--- config.mk ---
export PLATFORM = sky130hd
export DESIGN_NAME = button_field_control_flat
export DESIGN_NICKNAME = d
export VERILOG_FILES = /design/src/rtl/button_field_control_pkg.sv /design/src/rtl/button_field_control_if.sv /design/src/rtl/button_field_control_debounce_sync.sv /design/src/rtl/button_field_control.sv /design/src/flat_wrapper.sv
export SDC_FILE = /design/constraint.sdc
export NUM_CORES = 1
export LEC_CHECK = 0
export CAP_MARGIN = 30
export CELL_PAD_IN_SITES_DETAIL_PLACEMENT = 0
export CELL_PAD_IN_SITES_GLOBAL_PLACEMENT = 1
export CORE_UTILIZATION = 45
export DETAILED_ROUTE_END_ITERATION = 16
export GPL_ROUTABILITY_DRIVEN = 0
export PLACE_DENSITY = 0.84
export SETUP_SLACK_MARGIN = 0.05
export SLEW_MARGIN = 20
export SYNTH_ARGS = -nofsm -noshare
export SYNTH_HDL_FRONTEND = slang
export SYNTH_HIERARCHICAL = 1
export SYNTH_SLANG_ARGS = --single-unit
--- constraint.sdc ---
create_clock -name clk -period 2.1 [get_ports clk]
set_input_delay 0.315 -clock clk [delete_from_list [all_inputs] [get_ports clk]]
set_output_delay 0.315 -clock clk [all_outputs]
set_load 0.1 [all_outputs]
--- src/rtl/button_field_control_pkg.sv ---
`default_nettype none
// ============================================================================
// Module  : button_field_control_pkg
// Brief   : Shared field indices, FSM state encoding and field-step helper
//           for the time/date adjustment front end.
// Revision: 1.0 - initial release
// ============================================================================
package button_field_control_pkg;

    // Field selector values seen by the downstream field counters
    localparam logic [3:0] FIELD_IDLE       = 4'd0;
    localparam logic [3:0] FIELD_SEC        = 4'd1;
    localparam logic [3:0] FIELD_MIN        = 4'd2;
    localparam logic [3:0] FIELD_HOUR       = 4'd3;
    localparam logic [3:0] FIELD_YEAR       = 4'd4;
    localparam logic [3:0] FIELD_MONTH      = 4'd5;
    localparam logic [3:0] FIELD_DAY        = 4'd6;
    localparam logic [3:0] FIELD_WEEKDAY    = 4'd7;
    localparam logic [3:0] FIELD_ALARM_HOUR = 4'd8;
    localparam logic [3:0] FIELD_ALARM_MIN  = 4'd9;
    localparam logic [3:0] FIELD_FIRST      = FIELD_SEC;

    // Field-selection FSM encoding
    typedef enum logic [0:0] {
        ST_IDLE   = 1'b0,
        ST_ADJUST = 1'b1
    } state_t;

    // Move one field forward or backward, wrapping between FIELD_FIRST and last
    function automatic logic [3:0] field_step(input logic [3:0] field,
                                              input logic       forward,
                                              input logic [3:0] last);
        if (forward) begin
            return (field >= last) ? FIELD_FIRST : field + 4'd1;
        end
        return (field <= FIELD_FIRST) ? last : field - 4'd1;
    endfunction

endpackage
`default_nettype wire

--- src/rtl/button_field_control_if.sv ---
`default_nettype none
// ============================================================================
// Module  : button_field_control_if
// Brief   : Raw button/switch inputs and field-control outputs of the
//           adjustment front end.
// Revision: 1.0 - initial release
// ============================================================================
interface button_field_control_if;
    logic       prog_sw;
    logic       btn_up;
    logic       btn_down;
    logic       btn_left;
    logic       btn_right;
    logic [3:0] en_count;
    logic       enUP;
    logic       enDOWN;

    // Driver of the buttons, consumer of the field controls
    modport master (
        output prog_sw, btn_up, btn_down, btn_left, btn_right,
        input  en_count, enUP, enDOWN
    );

    // The control block itself
    modport slave (
        input  prog_sw, btn_up, btn_down, btn_left, btn_right,
        output en_count, enUP, enDOWN
    );
endinterface
`default_nettype wire

--- src/rtl/button_field_control_debounce_sync.sv ---
`default_nettype none
// ============================================================================
// Module  : debounce_sync
// Brief   : Two-flop synchronizer, counter debouncer and rising-edge decode
//           for one raw push-button or switch.
// Revision: 1.0 - initial release
// ============================================================================
module debounce_sync #(
    parameter int DB_CYCLES = 1_000_000
) (
    input  logic clk,
    input  logic reset,
    input  logic i_raw,
    output logic o_level,
    output logic o_rise
);

    localparam int                 c_CNT_W    = (DB_CYCLES > 1) ? $clog2(DB_CYCLES) : 1;
    localparam logic [c_CNT_W-1:0] c_CNT_LAST = c_CNT_W'(DB_CYCLES - 1);

    if (DB_CYCLES < 1) begin : g_bad_db_cycles
        $error("debounce_sync: DB_CYCLES must be at least 1");
    end

    logic               r_sync1;
    logic               r_sync2;
    logic               r_level;
    logic               r_level_d;
    logic [c_CNT_W-1:0] r_cnt;

    // Bring the asynchronous input into the clk domain
    always_ff @(posedge clk or negedge reset) begin
        if (!reset) begin
            r_sync1 <= 1'b0;
            r_sync2 <= 1'b0;
        end else begin
            r_sync1 <= i_raw;
            r_sync2 <= r_sync1;
        end
    end

    // Accept a new level only after DB_CYCLES consecutive differing samples
    always_ff @(posedge clk or negedge reset) begin
        if (!reset) begin
            r_level <= 1'b0;
            r_cnt   <= '0;
        end else if (r_sync2 == r_level) begin
            r_cnt   <= '0;
        end else if (r_cnt == c_CNT_LAST) begin
            r_level <= r_sync2;
            r_cnt   <= '0;
        end else begin
            r_cnt   <= r_cnt + 1'b1;
        end
    end

    // One-cycle history of the debounced level for edge detection
    always_ff @(posedge clk or negedge reset) begin
        if (!reset) begin
            r_level_d <= 1'b0;
        end else begin
            r_level_d <= r_level;
        end
    end

    // Both terms are flops, so the pulse is clean and exactly one cycle long
    assign o_level = r_level;
    assign o_rise  = r_level & ~r_level_d;

endmodule
`default_nettype wire

--- src/rtl/button_field_control.sv ---
`default_nettype none
// ============================================================================
// Module  : button_field_control
// Brief   : Conditions the adjustment buttons and programming switch, selects
//           the field being adjusted and drives the up/down level enables.
// Revision: 1.0 - initial release
// ============================================================================
module button_field_control
    import button_field_control_pkg::*;
#(
    parameter int DB_CYCLES = 1_000_000,
    parameter int N_FIELDS  = 9
) (
    input  logic                  clk,
    input  logic                  reset,
    button_field_control_if.slave bus
);

    localparam logic [3:0] c_LAST_FIELD = 4'(N_FIELDS);
    localparam int         c_IDX_PROG   = 0;
    localparam int         c_IDX_UP     = 1;
    localparam int         c_IDX_DOWN   = 2;
    localparam int         c_IDX_LEFT   = 3;
    localparam int         c_IDX_RIGHT  = 4;

    if (N_FIELDS < 1 || N_FIELDS > 15) begin : g_bad_n_fields
        $error("button_field_control: N_FIELDS must be in 1..15");
    end

    logic [4:0] w_raw;
    logic [4:0] w_level;
    logic [4:0] w_rise;
    logic       w_unused;

    assign w_raw = {bus.btn_right, bus.btn_left, bus.btn_down, bus.btn_up, bus.prog_sw};

    for (genvar gi = 0; gi < 5; gi++) begin : g_input
        debounce_sync #(
            .DB_CYCLES (DB_CYCLES)
        ) u_debounce (
            .clk     (clk),
            .reset   (reset),
            .i_raw   (w_raw[gi]),
            .o_level (w_level[gi]),
            .o_rise  (w_rise[gi])
        );
    end

    // Prog/up/down act as levels, left/right only as edges
    assign w_unused = ^{w_rise[c_IDX_DOWN:c_IDX_PROG], w_level[c_IDX_RIGHT:c_IDX_LEFT]};

    logic   w_prog;
    logic   w_up;
    logic   w_down;
    logic   w_left;
    logic   w_right;

    assign w_prog  = w_level[c_IDX_PROG];
    assign w_up    = w_level[c_IDX_UP];
    assign w_down  = w_level[c_IDX_DOWN];
    assign w_left  = w_rise[c_IDX_LEFT];
    assign w_right = w_rise[c_IDX_RIGHT];

    state_t     r_state;
    logic [3:0] r_field;
    logic       r_en_up;
    logic       r_en_down;

    // Field-selection FSM with registered selector and up/down enables
    always_ff @(posedge clk or negedge reset) begin
        if (!reset) begin
            r_state   <= ST_IDLE;
            r_field   <= FIELD_IDLE;
            r_en_up   <= 1'b0;
            r_en_down <= 1'b0;
        end else begin
            case (r_state)
                ST_IDLE: begin
                    r_en_up   <= 1'b0;
                    r_en_down <= 1'b0;
                    if (w_prog) begin
                        r_state <= ST_ADJUST;
                        r_field <= FIELD_FIRST;
                    end else begin
                        r_field <= FIELD_IDLE;
                    end
                end
                ST_ADJUST: begin
                    if (!w_prog) begin
                        // Leaving adjust mode wins over any same-cycle step
                        r_state   <= ST_IDLE;
                        r_field   <= FIELD_IDLE;
                        r_en_up   <= 1'b0;
                        r_en_down <= 1'b0;
                    end else begin
                        if (w_right && !w_left) begin
                            r_field <= field_step(r_field, 1'b1, c_LAST_FIELD);
                        end else if (w_left && !w_right) begin
                            r_field <= field_step(r_field, 1'b0, c_LAST_FIELD);
                        end
                        r_en_up   <= w_up & ~w_down;
                        r_en_down <= w_down & ~w_up;
                    end
                end
                default: begin
                    r_state <= ST_IDLE;
                    r_field <= FIELD_IDLE;
                end
            endcase
        end
    end

    assign bus.en_count = r_field;
    assign bus.enUP     = r_en_up;
    assign bus.enDOWN   = r_en_down;

endmodule
`default_nettype wire

--- src/flat_wrapper.sv ---
// flat-port wrapper written by rule: the top's interface ports become plain ports
module button_field_control_flat import button_field_control_pkg::*;
#(
    parameter int DB_CYCLES = 1_000_000,
    parameter int N_FIELDS  = 9
)
  (clk, reset, bus_prog_sw, bus_btn_up, bus_btn_down, bus_btn_left, bus_btn_right, bus_en_count, bus_enUP, bus_enDOWN);
  button_field_control_if bus_i ();
  input  logic clk;
  input  logic reset;
  input wire logic [$bits(bus_i.prog_sw)-1:0] bus_prog_sw;
  input wire logic [$bits(bus_i.btn_up)-1:0] bus_btn_up;
  input wire logic [$bits(bus_i.btn_down)-1:0] bus_btn_down;
  input wire logic [$bits(bus_i.btn_left)-1:0] bus_btn_left;
  input wire logic [$bits(bus_i.btn_right)-1:0] bus_btn_right;
  output wire logic [$bits(bus_i.en_count)-1:0] bus_en_count;
  output wire logic [$bits(bus_i.enUP)-1:0] bus_enUP;
  output wire logic [$bits(bus_i.enDOWN)-1:0] bus_enDOWN;
  assign bus_i.prog_sw = bus_prog_sw;
  assign bus_i.btn_up = bus_btn_up;
  assign bus_i.btn_down = bus_btn_down;
  assign bus_i.btn_left = bus_btn_left;
  assign bus_i.btn_right = bus_btn_right;
  assign bus_en_count = bus_i.en_count;
  assign bus_enUP = bus_i.enUP;
  assign bus_enDOWN = bus_i.enDOWN;
  button_field_control #(.DB_CYCLES(DB_CYCLES), .N_FIELDS(N_FIELDS)) u_core (.clk(clk), .reset(reset), .bus(bus_i));
endmodule
# == Word level (Yosys, flattened, before mapping) ==
# Index checks and enable logic that the tools add are counted.
# totals
output_inout_bits,6
wordCells,95
input_bits,7
regBits,124
# op_classes
bitwise,14
n_addsub,7
n_lt_le_gt_ge,2
eq_ne,11
reduce_logical,9
mux,26
# ops
cell,n
20-bit 2-to-1 mux,10
"20-bit by 1-bit adder with 20-bit output, second input constant",5
"20-bit == test, second input constant",5
4-bit 2-to-1 mux,6
1-bit inverter,10
2-bit AND reduction,5
4-bit one-hot mux with 2 select lines,1
1-bit 2-to-1 mux,7
1-bit == test,5
"4-bit by 1-bit adder with 4-bit output, second input constant",1
1-bit AND,4
"4-bit greater-or-equal comparator, second input constant",1
"4-bit by 1-bit <= comparator with 1-bit output, second input constant",1
"4-bit != test, second input constant",1
1-bit one-hot mux with 2 select lines,2
"4-bit by 1-bit subtractor with 4-bit output, second input constant",1
1-bit logical AND,2
1-bit zero test,2

# == Depth between registers and ports, before layout ==
# Gate-level depths: netlist of the first run.
# depth
word_depth,11
ltp_mapped,8

# == Modules after synthesis ==
# The synthesis of the first run kept the hierarchy.
# modules_own_cells
mod,cells_each,seq_area_each_um2,n_inst,area_each_um2
debounce_sync,110,600.6,5,1146.1
button_field_control,54,175.2,1,478.0

# == Worst setup path after synthesis of the first run ==
# Ideal clock, no wire load.
# synth_timing
kind,reg2reg
startpoint,register u_core.r_field[1] (netlist: u_core/bus.en_count[1])
endpoint,register u_core.r_field[0] (netlist: u_core/bus.en_count[0])
synth_period_minus_slack_ps,2048
path_slack_ps,52
arrival_time_ps,1924
path_buffers,0
setup_time_ps,124
stages_incl_launch_ff,7
cell_sequence,dfrtp_1 -> inv_1 -> ha_1 -> nand2b_1 -> o22a_1 -> o2bb2ai_1 -> a21boi_1
# synth_via
elab_chain_cells,6
word_cells_on_any_way,9
# synth_lines
element,line,text
"start, declared",button_field_control.sv:65,logic [3:0] r_field;
"start signal, assigned",button_field_control.sv:97,"r_field <= field_step(r_field, 1'b1, c_LAST_FIELD);"
"start signal, assigned",button_field_control.sv:99,"r_field <= field_step(r_field, 1'b0, c_LAST_FIELD);"
4-bit by 1-bit <= comparator with 1-bit output / 4-bit greater-or-equal comparator (equally long branches),"button_field_control_pkg.sv:36, button_field_control_pkg.sv:34",
4-bit 2-to-1 mux (on tied branches),"button_field_control_pkg.sv:36, button_field_control_pkg.sv:34",
4-bit 2-to-1 mux (on tied branches),"button_field_control.sv:98, button_field_control_pkg.sv:36",
4-bit 2-to-1 mux (*),button_field_control.sv:96,if (w_right && !w_left) begin
4-bit 2-to-1 mux (*),button_field_control.sv:89,if (!w_prog) begin
4-bit one-hot mux with 2 select lines (*),button_field_control.sv:77,case (r_state)
# Mark *: on every way between the ends. The rest lies on a longest branch, timed or not. The select of a mux whose other input is x is not followed.
# A chain may end at the register's enable or synchronous reset.

# == Final worst setup path of the first run ==
# layout_timing
startpoint,register u_core.g_input[4].u_debounce.r_cnt[0]
endpoint,register u_core.g_input[4].u_debounce.r_cnt[18]
# layout_via
elab_chain_cells,3
word_cells_on_any_way,4
# layout_lines
element,line,text
"start, declared",button_field_control_debounce_sync.sv:29,logic [c_CNT_W-1:0] r_cnt;
"start signal, assigned",button_field_control_debounce_sync.sv:53,r_cnt <= r_cnt + 1'b1;
20-bit by 1-bit adder with 20-bit output / 20-bit == test (equally long branches),"button_field_control_debounce_sync.sv:53, button_field_control_debounce_sync.sv:49",
20-bit 2-to-1 mux (*),button_field_control_debounce_sync.sv:49,end else if (r_cnt == c_CNT_LAST) begin
20-bit 2-to-1 mux (*),button_field_control_debounce_sync.sv:47,end else if (r_sync2 == r_level) begin
# Mark *: on every way between the ends. The rest lies on a longest branch, timed or not.

==> results by group, run 1 <==
Pwr
  • P per Cell Area: 783 nW/um^2
  • Internal Dissipation: 4.43 mW
  • Combinational share of power: 2.9%
  • Design Power: 5.60 mW
  • Leak: 2.93 nW
  • Share of power burned in the clock network: 53.2%
  • Proportion of total power due to net switching: 20.9%
  • Peak VDD IR: 0.772 mV
  • Flop pwr share: 43.9%
  • Switching pwr: 1.17 mW

Synthesis
  • Post-Synthesis Net Count: 614
  • Post-synthesis cell count: 598
  • Post-Synthesis Cell Area: 6110 um^2
  • Synthesized area per cell: 10.2 um^2
  • YS warnings: 6

GRT
  • Total congestion overflow: 0
  • Via count of the first global-routing pass: 4382
  • Initial antenna violation count: 0
  • Maximum number of pins on one net before global-route repair: 57
  • Wire length of the first global-routing pass: 20100 um
  • Total global-route track usage: 18.1%

Clock network
  • Max Buffers Root-to-Sink: 2
  • CTS buffer count: 17
  • CTS tree: built
  • Number of buffers inserted by hold repair at cts: 1
  • Buffers inserted during post-CTS setup optimization: 0
  • Clock-pin slew on the worst setup and hold paths: 0.05 ns
  • Clock tree root buffer cell: clkbuf_16
  • Num Clock Sinks: 124
  • Latest clock arrival within the worst-skew pair: 0.43 ns
  • Number of gates resized after cts: 0
  • Maximum level of the CTS H-tree: 4

Timing
  • Worst slew pin tran: 0.563 ns
  • Achievable Freq: 527 MHz
  • Setup TNS: 0 ns
  • Final setup fails: 0
  • Share of the clock period used by the worst path: 90.3%
  • Max-slew violation count: 0
  • Clock skew: 0.0183 ns
  • Worst slew slack as a fraction of its limit: 62.1%
  • Setup repair after global routing missed its margin: no
  • Tmin final: 1.90 ns
  • Count of endpoints failing hold in the final timing report: 0

Detailed routing
  • DRC violations left: 0
  • Via count: 4416
  • Met2 wire len: 5410 um
  • Wire length after detailed routing: 11500 um
  • Starting DRC count in detailed routing: 201
  • Avg Vias per Cell: 5.35
  • Met3 WL: 361 um
  • Wire length per cell: 14.0 um
  • Highest metal layer with signal wires: met4
  • WL met1: 5610 um
  • Number of iterations in the first detailed-routing pass: 4
  • Final antenna-violating net count: 0

Die
  • Overall die height: 119 um
  • Std-Cell Core Area: 13200 um^2
  • Die Wd: 119 um
  • Overall die area: 14100 um^2
  • Ports placed on the boundary: 13
  • Effective utilization at floorplan: 46.2%
  • Row Count: 42

Setup path
  • RR Startpoint: u_core/g_input[4].u_debounce/r_cnt[0]
  • Kind of start point of the critical path: register
  • Arrival time reported for the critical path endpoint: 2.19 ns
  • Worst reg-to-reg path cell count: 5
  • Maximum fanout along the worst path: 5
  • Crit end category: register
  • Type of the worst setup path: register to register
  • Critical path launch point: u_core/g_input[4].u_debounce/r_cnt[0]
  • FF-to-FF End: u_core/g_input[4].u_debounce/r_cnt[18]
  • Setup slack of the worst register-to-register path: 0.20 ns
  • CP Data Required Time: 2.40 ns

Min path
  • Worst min-delay path class: input pin to register
  • Depth of the worst hold-timing path: 1
  • Worst hold path startpoint: bus_btn_right
  • Endpoint with the worst hold slack: u_core/g_input[4].u_debounce/r_sync1

Finish
  • Relative area change from synthesis to final layout: 16.9%
  • Fraction of final layout cells with drive strength greater than 1: 12.0%
  • Number of antenna cells inserted: 0
  • Final nets: 653

Outcome
  • Result of the run: finished clean

Job
  • Max capacitance violation total: 0

Placement
  • HPWL reported at the end of detailed placement: 7820 um
  • Number of I/O port buffers: 12
==> sequential cells by signal (all words and copies together), names as in the netlist <==
name	count
u_core/bus.enDOWN	1
u_core/bus.enUP	1
u_core/bus.en_count	4
u_core/g_input.u_debounce/o_level	5
u_core/g_input.u_debounce/r_cnt	100
u_core/g_input.u_debounce/r_level_d	2
u_core/g_input.u_debounce/r_sync1	5
u_core/g_input.u_debounce/r_sync2	5
u_core/r_state	1
==> critical path: stages, from the launching register on <==
cell and delay, ns:
dfrtp_1 0.41, ha_1 0.23, nand3_1 0.22, nor4_2 0.43
mux2i_1 0.13, nor4b_1 0.36
==> worst max path at each step <==
stage | end | slack (ns)
3_5_place_dp | u_core/g_input[4].u_debounce/r_cnt[18] | 0.22
3_3_place_gp | u_core/bus.en_count[0] | 0.33
5_1_grt | u_core/g_input[4].u_debounce/r_cnt[18] | 0.05
2_1_floorplan | u_core/bus.en_count[0] | 0.05
6_report | u_core/g_input[4].u_debounce/r_cnt[18] | 0.20
4_1_cts | u_core/g_input[4].u_debounce/r_cnt[18] | 0.19
==> metal layers <==
layer | vias to the layer above | GRT usage, %
li1 | 2196 | -
met1 | 2168 | 23.2
met2 | 42 | 28.3
met3 | 10 | 5.65
met4 | 0 | 7.67
met5 | - | 0
==> power by group through the flow <==
stage	sequential (mW)	clock, mW	combinational, mW
floorplan	2.49	0	0.0669
global placement	2.50	0	0.158
detailed placement	2.50	0	0.163
CTS	2.46	3.05	0.166
global route	2.46	3.15	0.186
finish	2.46	2.98	0.160
==> stage by stage <==
step | setup slack, ns | cell area (um^2) | utilization [%] | hold slack, ns | cells
2_1_floorplan | 0.0522 | 6110 | - | 0.0194 | 598
3_5_place_dp | 0.224 | 6530 | 49.3 | 0.251 | 793
4_1_cts | 0.186 | 7150 | 54.0 | 0.317 | 826
6_report | 0.203 | 7150 | 54.0 | 0.330 | 826
3_3_place_gp | 0.328 | 6530 | 49.3 | 0.243 | 793
5_1_grt | 0.0521 | 7150 | 54.0 | 0.330 | 826
==> cell type report <==
class | count | area, um^2
Clock buffer | 20 | 467
Sequential cell | 124 | 3100
Timing Repair Buffer | 26 | 235
Tap cell | 176 | 220
Fill cell | 1184 | 6090
Multi-Input combinational cell | 445 | 2900
Inverter | 23 | 86.3
Clock inverter | 12 | 144
==> cell usage in the layout, fill, tap and decap left out, drive strengths merged, types with 9 or more instances in the layout <==
cell type / n
clkbuf: 20
a21oi: 14
buf: 20
nor3: 28
inv: 23
nor4b: 10
ha: 9
nor2: 99
or3: 11
mux2i: 11
xor2: 25
dfrtp: 124
xnor2: 55
nand2: 32
o21ai: 18
nor4: 26
nand3: 33
and4: 10
nand4: 26
No activity file was read; power rests on OpenSTA's default activity.
==> run 2: changes to the inputs <==
--- a/config.mk
+++ b/config.mk
@@ -6,12 +6,11 @@
 export NUM_CORES = 1
 export LEC_CHECK = 0
 export CAP_MARGIN = 30
-export CELL_PAD_IN_SITES_DETAIL_PLACEMENT = 0
-export CELL_PAD_IN_SITES_GLOBAL_PLACEMENT = 1
 export CORE_UTILIZATION = 45
 export DETAILED_ROUTE_END_ITERATION = 16
 export GPL_ROUTABILITY_DRIVEN = 0
-export PLACE_DENSITY = 0.84
+export MAX_ROUTING_LAYER = met4
+export PLACE_DENSITY = 0.72
 export SETUP_SLACK_MARGIN = 0.05
 export SLEW_MARGIN = 20
 export SYNTH_ARGS = -nofsm -noshare
==> results by group, run 2 (synthesis results as in run 1) <==
Setup path
  • Kind of start point of the critical path: register
  • CP Buf/Inv Count: 0 (unchanged)
  • Critical Path Max Stage Delay: 0.41 ns (-0.02 ns)
  • Arrival time reported for the critical path endpoint: 2.18 ns (about the same)
  • Crit end category: register
  • Slowest-stage cell, CP: nor4_4
  • Worst path cell trace: ha_1 > nand3_1 > nor4_4 > mux2i_1 > nor4b_2
  • Family with the most delay on the worst path: simple AND/OR/NAND/NOR gates
  • CP Data Required Time: 2.40 ns (about the same)
  • Maximum fanout along the worst path: 5 (unchanged)
  • Type of the worst setup path: register to register

Timing
  • Setup TNS: 0 ns (unchanged)
  • Max-slew violation count: 0 (unchanged)
  • Count of endpoints failing hold in the final timing report: 0 (unchanged)
  • Worst slew slack as a fraction of its limit: 61.5% (-0.66 points)
  • Worst Setup Slack, final: 0.219 ns (+0.0167 ns)
  • Achievable Freq: 532 MHz (+0.89%)
  • Tmin final: 1.88 ns (-0.0167 ns)
  • Share of the clock period used by the worst path: 89.6% (-0.80 points)
  • Clock skew: 0.00729 ns (-0.0110 ns)
  • Setup repair after global routing missed its margin: no
  • Worst Hold Margin: 0.344 ns (+0.0144 ns)
  • Final setup fails: 0 (unchanged)
  • Worst slew pin tran: 0.572 ns (+0.00979 ns)

Finish
  • Commonest non-fill, non-tap cell in the layout: dfrtp_1
  • Final nets: 650 (-0.46%)
  • Final Instance Count excl. Fillers: 821 (-0.61%)
  • Flip-flop count of the largest register, all copies and words added: 100 (unchanged)
  • Most frequent cells in the layout: dfrtp_1 (124), nor2_1 (99), xnor2_1 (55)
  • Fraction of final layout cells with drive strength greater than 1: 11.2% (-0.84 points)
  • Number of antenna cells inserted: 0 (unchanged)
  • Relative area change from synthesis to final layout: 16.1%
  • Final core area utilization: 53.6% (-0.39 points)
  • Finished Cell Area: 7100 um^2 (-0.72%)
  • Largest reg by FF count: u_core/g_input.u_debounce/r_cnt

Clock network
  • CTS tree: built
  • Maximum level of the CTS H-tree: 4 (unchanged)
  • Num Clock Sinks: 124 (unchanged)
  • Latest clock arrival within the worst-skew pair: 0.41 ns (-0.02 ns)
  • Max Buffers Root-to-Sink: 2 (unchanged)
  • Clock-pin slew on the worst setup and hold paths: 0.05 ns (about the same)
  • Clock tree root buffer cell: clkbuf_16
  • Buffers inserted during post-CTS setup optimization: 0 (unchanged)
  • CTS buffer count: 17 (unchanged)

Job
  • Max capacitance violation total: 0 (unchanged)

Detailed routing
  • Number of iterations in the first detailed-routing pass: 5 (+1)
  • Wire length per cell: 13.7 um (-1.7%)
  • Via count: 4406 (-0.23%)
  • Starting DRC count in detailed routing: 294 (+46%)
  • Final antenna-violating net count: 0 (unchanged)
  • DRC violations left: 0 (unchanged)
  • Avg Vias per Cell: 5.37 (+0.38%)
  • Wire length after detailed routing: 11300 um (-2.3%)

Placement
  • HPWL reported at the end of detailed placement: 7510 um (-3.9%)
  • Post-detailed-placement cell area: 6510 um^2 (-0.34%)
  • Instance count after placement with tap cells included: 790 (-0.38%)
  • Post-Place Worst Slack: 0.186 ns (-0.0381 ns)
  • Number of I/O port buffers: 12 (unchanged)

Die
  • Effective utilization at floorplan: 46.2% (unchanged)
  • Die Wd: 119 um (unchanged)
  • Std-Cell Core Area: 13200 um^2 (unchanged)
  • Row Count: 42 (unchanged)
  • Overall die area: 14100 um^2 (unchanged)
  • Ports placed on the boundary: 13 (unchanged)
  • Overall die height: 119 um (unchanged)

GRT
  • Met3 track demand over resource: 5.55% (-0.097 points)
  • Maximum number of pins on one net before global-route repair: 68 (+19%)
  • Total global-route track usage: 18.1% (about the same)
  • Initial antenna violation count: 0 (unchanged)
  • Via count of the first global-routing pass: 4475 (+2.1%)
  • Wire length of the first global-routing pass: 19800 um (-1.6%)
  • Met1 global-route usage: 21.4% (-1.7 points)
  • Met2 Use GR: 28.4% (+0.073 points)
  • Total congestion overflow: 0 (unchanged)
  • Global-route layer with the greatest usage: met2

Pwr
  • Design Power: 5.40 mW (-3.5%)
  • Leak: 2.91 nW (-0.54%)
  • Peak VDD IR: 0.568 mV (-26%)
  • P per Cell Area: 761 nW/um^2 (-2.8%)

Min path
  • Worst min-delay path class: input pin to register

Outcome
  • Result of the run: finished clean
## run 2: timing repair
item,CTS,global route
endpoints found under the hold margin,124,0
endpoints found under the setup margin,0,1
resized for setup,0,2
hold buffers,1,0
## run 2: final cells by class
type	count	area, um^2
inverter	23	86.3
timing repair buffer	23	213
clock inverter	8	92.6
fill	1153	6140
sequential	124	3100
tap	176	220
clock buffer	22	474
multi-input combinational	445	2910
## run 2: worst reg2reg max path, delay by kind of cell, from the launching register on
family	cells	cell delay [ns]
fa+ha+maj	1	0.23
flops	1	0.40
mux	1	0.16
simple gates	3	0.97
## run 2: path summary, 6_finish.rpt
check,from,to,slack (ns),cells past startpoint
min reg2reg,u_core/g_input[3].u_debounce/r_sync1,u_core/g_input[3].u_debounce/r_sync2,0.35,0
min in group asynchronous,reset,u_core/g_input[2].u_debounce/r_cnt[9],0.45,3
max reg2reg,u_core/g_input[4].u_debounce/r_cnt[0],u_core/g_input[4].u_debounce/r_cnt[18],0.22,5
max,u_core/g_input[4].u_debounce/r_cnt[0],u_core/g_input[4].u_debounce/r_cnt[18],0.22,5
max in group asynchronous,reset,u_core/g_input[4].u_debounce/r_level_d,1.34,3
min,bus_btn_left,u_core/g_input[3].u_debounce/r_sync1,0.34,1
## run 2: where the power goes
group / switching, mW / total, mW / leakage (nW) / internal, mW
clock: 0.971 / 2.78 / 0.281 / 1.81
combinational: 0.101 / 0.157 / 0.934 / 0.0562
sequential: 0.0324 / 2.46 / 1.70 / 2.43
total: 1.10 / 5.40 / 2.91 / 4.29
## run 2: metal layers
metal,wire (um),vias to the layer above
li1,-,2166
met1,5140,2145
met2,5540,80
met3,444,15
met4,138,0
met5,0,-
